### src/rtl/or_bus_initiator.sv
// rtl/or_bus_initiator.sv - bus initiator running poll/write/read sequences against the 1-bit OR DUT
// Each accepted (a, b) job becomes one complete DUT transaction sequence and ends in one response.
module or_bus_initiator #(
  parameter int POLL_LIMIT = 16,
  parameter int CNT_W      = 16
) (
  input  logic             CLK,
  input  logic             RST,
  input  logic             job_valid,
  output logic             job_ready,
  input  logic             job_a,
  input  logic             job_b,
  output logic             res_valid,
  input  logic             res_ready,
  output logic             res_y,
  output logic             res_err,
  output logic [2:0]       write_address,
  output logic             write_data,
  output logic             write_en,
  input  logic             write_rdy,
  output logic [2:0]       read_address,
  output logic             read_en,
  input  logic             read_data,
  input  logic             read_rdy,
  output logic             busy,
  output logic [CNT_W-1:0] done_count
);

  localparam logic [7:0] LIMIT = 8'(POLL_LIMIT);

  typedef enum logic [2:0] {
    IDLE, POLL_A, WR_A, POLL_B, WR_B, POLL_Y, RD_Y, RESP
  } state_t;

  state_t     state;
  logic       a_q;
  logic       b_q;
  logic [7:0] poll_cnt;

  // Bus outputs decode the registered state so they drop as soon as RST forces IDLE.
  always_comb begin
    read_address  = 3'd0;
    read_en       = 1'b0;
    write_address = 3'd0;
    write_data    = 1'b0;
    write_en      = 1'b0;
    case (state)
      POLL_A: begin read_address = 3'd0; read_en = read_rdy; end
      POLL_B: begin read_address = 3'd1; read_en = read_rdy; end
      POLL_Y: begin read_address = 3'd2; read_en = read_rdy; end
      RD_Y:   begin read_address = 3'd3; read_en = read_rdy; end
      WR_A:   begin write_address = 3'd4; write_data = a_q; write_en = write_rdy; end
      WR_B:   begin write_address = 3'd5; write_data = b_q; write_en = write_rdy; end
      default: ;
    endcase
  end

  assign job_ready = (state == IDLE) && !RST;
  assign res_valid = (state == RESP);
  assign busy      = (state != IDLE);

  always_ff @(posedge CLK or posedge RST) begin
    if (RST) begin
      state      <= IDLE;
      a_q        <= 1'b0;
      b_q        <= 1'b0;
      poll_cnt   <= 8'd0;
      res_y      <= 1'b0;
      res_err    <= 1'b0;
      done_count <= '0;
    end else begin
      case (state)
        IDLE: if (job_valid) begin
          a_q      <= job_a;
          b_q      <= job_b;
          poll_cnt <= 8'd0;
          res_y    <= 1'b0;
          res_err  <= 1'b0;
          state    <= POLL_A;
        end
        POLL_A, POLL_B, POLL_Y: if (read_rdy) begin
          if (read_data) begin
            state <= (state == POLL_A) ? WR_A : (state == POLL_B) ? WR_B : RD_Y;
          end else if (poll_cnt == LIMIT - 8'd1) begin
            // Abort; anything already written stays queued in the DUT.
            res_err <= 1'b1;
            res_y   <= 1'b0;
            state   <= RESP;
          end else begin
            poll_cnt <= poll_cnt + 8'd1;
          end
        end
        WR_A: if (write_rdy) begin
          poll_cnt <= 8'd0;
          state    <= POLL_B;
        end
        WR_B: if (write_rdy) begin
          poll_cnt <= 8'd0;
          state    <= POLL_Y;
        end
        RD_Y: if (read_rdy) begin
          res_y   <= read_data;
          res_err <= 1'b0;
          state   <= RESP;
        end
        RESP: if (res_ready) begin
          if (!res_err) done_count <= done_count + CNT_W'(1);
          state <= IDLE;
        end
        default: state <= IDLE;
      endcase
    end
  end

endmodule

### config.mk
export PLATFORM = sky130hd
export DESIGN_NAME = or_bus_initiator
export DESIGN_NICKNAME = d
export VERILOG_FILES = /design/src/rtl/or_bus_initiator.sv
export SDC_FILE = /design/constraint.sdc
export NUM_CORES = 1
export LEC_CHECK = 0
export ABC_AREA = 1
export CAP_MARGIN = 30
export CORE_MARGIN = 5
export CORE_UTILIZATION = 45
export CTS_CLUSTER_DIAMETER = 60
export DETAILED_ROUTE_END_ITERATION = 8
export GPL_ROUTABILITY_DRIVEN = 0
export PLACE_DENSITY = 0.79
export SYNTH_ARGS = -nofsm -noshare
export SYNTH_HDL_FRONTEND = slang
export SYNTH_SLANG_ARGS = --single-unit
### constraint.sdc
create_clock -name CLK -period 1.77 [get_ports CLK]
set_input_delay 0.2655 -clock CLK [delete_from_list [all_inputs] [get_ports CLK]]
set_output_delay 0.2655 -clock CLK [all_outputs]
set_load 0.01 [all_outputs]
==> results.ini <==
[power_and_ir_drop]
p_seq_share_pct = 30.1
vdd_drop_max_uv = 1220
powerDensity_nw_per_um2 = 1310
p_int_mw = 1.97
switching_power_mw = 1.35
swShare_pct = 40.7
power_mw = 3.31
p_leak_nw = 1.32
combPwrFrac_pct = 48.3
pwr-share-clk_pct = 21.5

[drt]
vias_per_cell = 4.88
firstDrtPassIters = 4
wl_met2_mm = 2.09
drc = 0
ant_nets = 0
drt_wl_total_mm = 4.30
wire_per_inst_um = 11.1
vias = 1900
wl_met1_mm = 1.88
top_layer_used = met4
wl_met3_um = 295
first_iter_violations = 151

[cts]
cts_max_level = 2
cts_tree = done
clk_path_buf_depth = 2
path_clk_slew_ns = 0.07
cts-root-buf = clkbuf_8
clk_latency_ns = 0.28
cts_buffers = 5
clkSinkCount = 31

[grt]
grt_max_degree = 32
grt_pass1_vias = 1808
grt-ovfl-total = 0
grt_pass1_wl_mm = 7.40
gr-usage-all-layers_pct = 16.9
antenna_found_initial = 0

[sta]
fmax_mhz = 594
rsz0062_at_grt = true
finClkSkew_ns = 0.00521
setup_ws_ns = 0.0856
whs_ns = 0.388
fin_crit_sh_pct = 95.2
finalSetupViolations = 0
slew_viol_final = 0
finalCriticalPeriod_ns = 1.68
timing_hold_violations_final = 0

[critical_path]
r2r-end = done_count[12]
rr_startpoint = state[0]
ff2ff_path_depth = 7
worst_ep_required_time_ns = 1.50
end_kind = output port
crit_type = register to output port
reg2reg_slack_ns = 0.12
critPathMaxFanout = 4
critPathLaunchType = register
critical_path_arrival_ns = 1.42

[yosys]
yosys_warnings = 0
synthDistinctLibCells = 24
avgSynthCellArea_sq_um = 6.73
synth.area.top_cells = dfrtp_1 41%, nand2_1 22%, nor2_1 7.9%
yosysSeqAreaShare_pct = 40.6
yosysTopAreaCell = dfrtp_1
netlist_area_sq_um = 1910
netlist_instances = 284
netlist.area_leader.share_pct = 40.6
synth-seq-cells = 31

[die]
core_sq_um = 4060
fp.dieArea_sq_um = 5650
die_h_um = 75.2
start_util_pct = 47.1
io_pins = 39
die_w_um = 75.2
rows = 23

[run_status]
status = finished, final reports clean

[layout]
areaGrowthSynthToFinish_pct = 31.9
drive_above_1_share_pct = 11.5
antennaDiodeCount = 0
finalNetCount = 349

[job]
drv_cap = 0

[placement]
dp_slack_ns = 0.0148
port_buffers = 36
dpl.hpwl_mm = 3.37

[min_path]
hold_class = input pin to asynchronous set/reset pin

## logic make-up (layout without fill, tap and decap cells)
group | Yosys count | in the layout | share of synthesized area (%)
fa+ha+maj | 2 | 2 | 1.31
simple gates | 189 | 189 | 41.2
xor+xnor | 10 | 10 | 4.58
buf+inv | 38 | 92 | 8.38
flops | 31 | 31 | 40.6
compound gates | 13 | 13 | 3.73
other cells | 1 | 2 | 0.196
## power groups by stage
stage,clock network [mW],logic (mW),registers [mW]
final,0.713,1.60,0.999
after global routing,0.763,1.80,1.01
after CTS,0.733,1.60,0.989
after detailed placement,0,1.66,0.990
after global placement,0,1.63,0.985
after floorplan,0,0.964,0.965
## worst max-delay path, stage by stage, from the launching register on
cell and delay (ns):
dfrtp_1 0.41, nor2_2 0.18, nand2_1 0.12, buf_4 0.16, dlygate4sd2_1 0.28
## per-layer routing
metal	vias up	track usage, %
met1	856	21.4
met3	5	3.74
met2	63	28.9
li1	976	-
met4	0	5.44
met5	-	0
## layout by cell type, fill, tap and decap left out, types with 3 or more instances in the layout
master and n:
xnor2_1 4, dlygate4sd2_1 7, a21oi_1 5, nand4_1 4, nand3_1 23, clkdlybuf4s50_1 26
nor2_1 39, o21ai_0 3, dfrtp_1 29, inv_1 29, buf_4 15, clkbuf_8 6
inv_2 3, nor2_2 4, xor2_1 6, nand2_1 113
## state kept, by name (all words and copies together), names as in the netlist
| name | cells |
|---|---|
| a_q | 1 |
| res_err | 1 |
| done_count | 16 |
| state | 3 |
| res_y | 1 |
| poll_cnt | 8 |
| b_q | 1 |
## metrics by stage
step                      util, %  area (sq um)  setup TNS, ns  cells
after global routing         62.1          2520        -0.0341    389
after CTS                    62.2          2520              0    389
after global placement       59.3          2410              0    380
after detailed placement     59.3          2410              0    380
after floorplan                 -          1910              0    285
final                        62.1          2520              0    389
## how the worst max path moves through the flow
stage	startpoint	to	slack (ns)	cells after the start
after global routing	state[1]	write_data	-0.03	4
after detailed placement	res_ready	done_count[12]	0.01	6
after CTS	state[1]	write_en	0.002	5
after floorplan	state[1]	read_en	0.38	6
after global placement	state[1]	write_data	0.06	4
final	state[0]	busy	0.09	4
## cell type report
| cell class | instances | area [sq um] |
|---|---|---|
| Timing Repair Buffer | 51 | 454 |
| Sequential cell | 31 | 778 |
| Tap cell | 50 | 62.6 |
| Inverter | 33 | 126 |
| Clock buffer | 6 | 82.6 |
| Multi-Input combinational cell | 216 | 981 |
| Fill cell | 367 | 1540 |
| Clock inverter | 2 | 35.0 |
## repair_timing
item                                    4_1_cts  5_1_grt
resized for setup                            13        6
endpoints found under the setup margin       10        5
setup buffers                                 1        0
pin swaps                                     1        0
hold buffers                                  0        0
## Yosys cell counts (all sizes together)
cell type	number
nand4	4
nor3b	2
o21bai	2
a21oi	5
xor2	6
nand3	24
nand2	115
o22ai	1
ha	2
dfrtp	31
xnor2	4
o21ai	5
buf	5
nor3	1
conb	1
nor2	43
inv	33
Power figures use the tool's default switching activity.
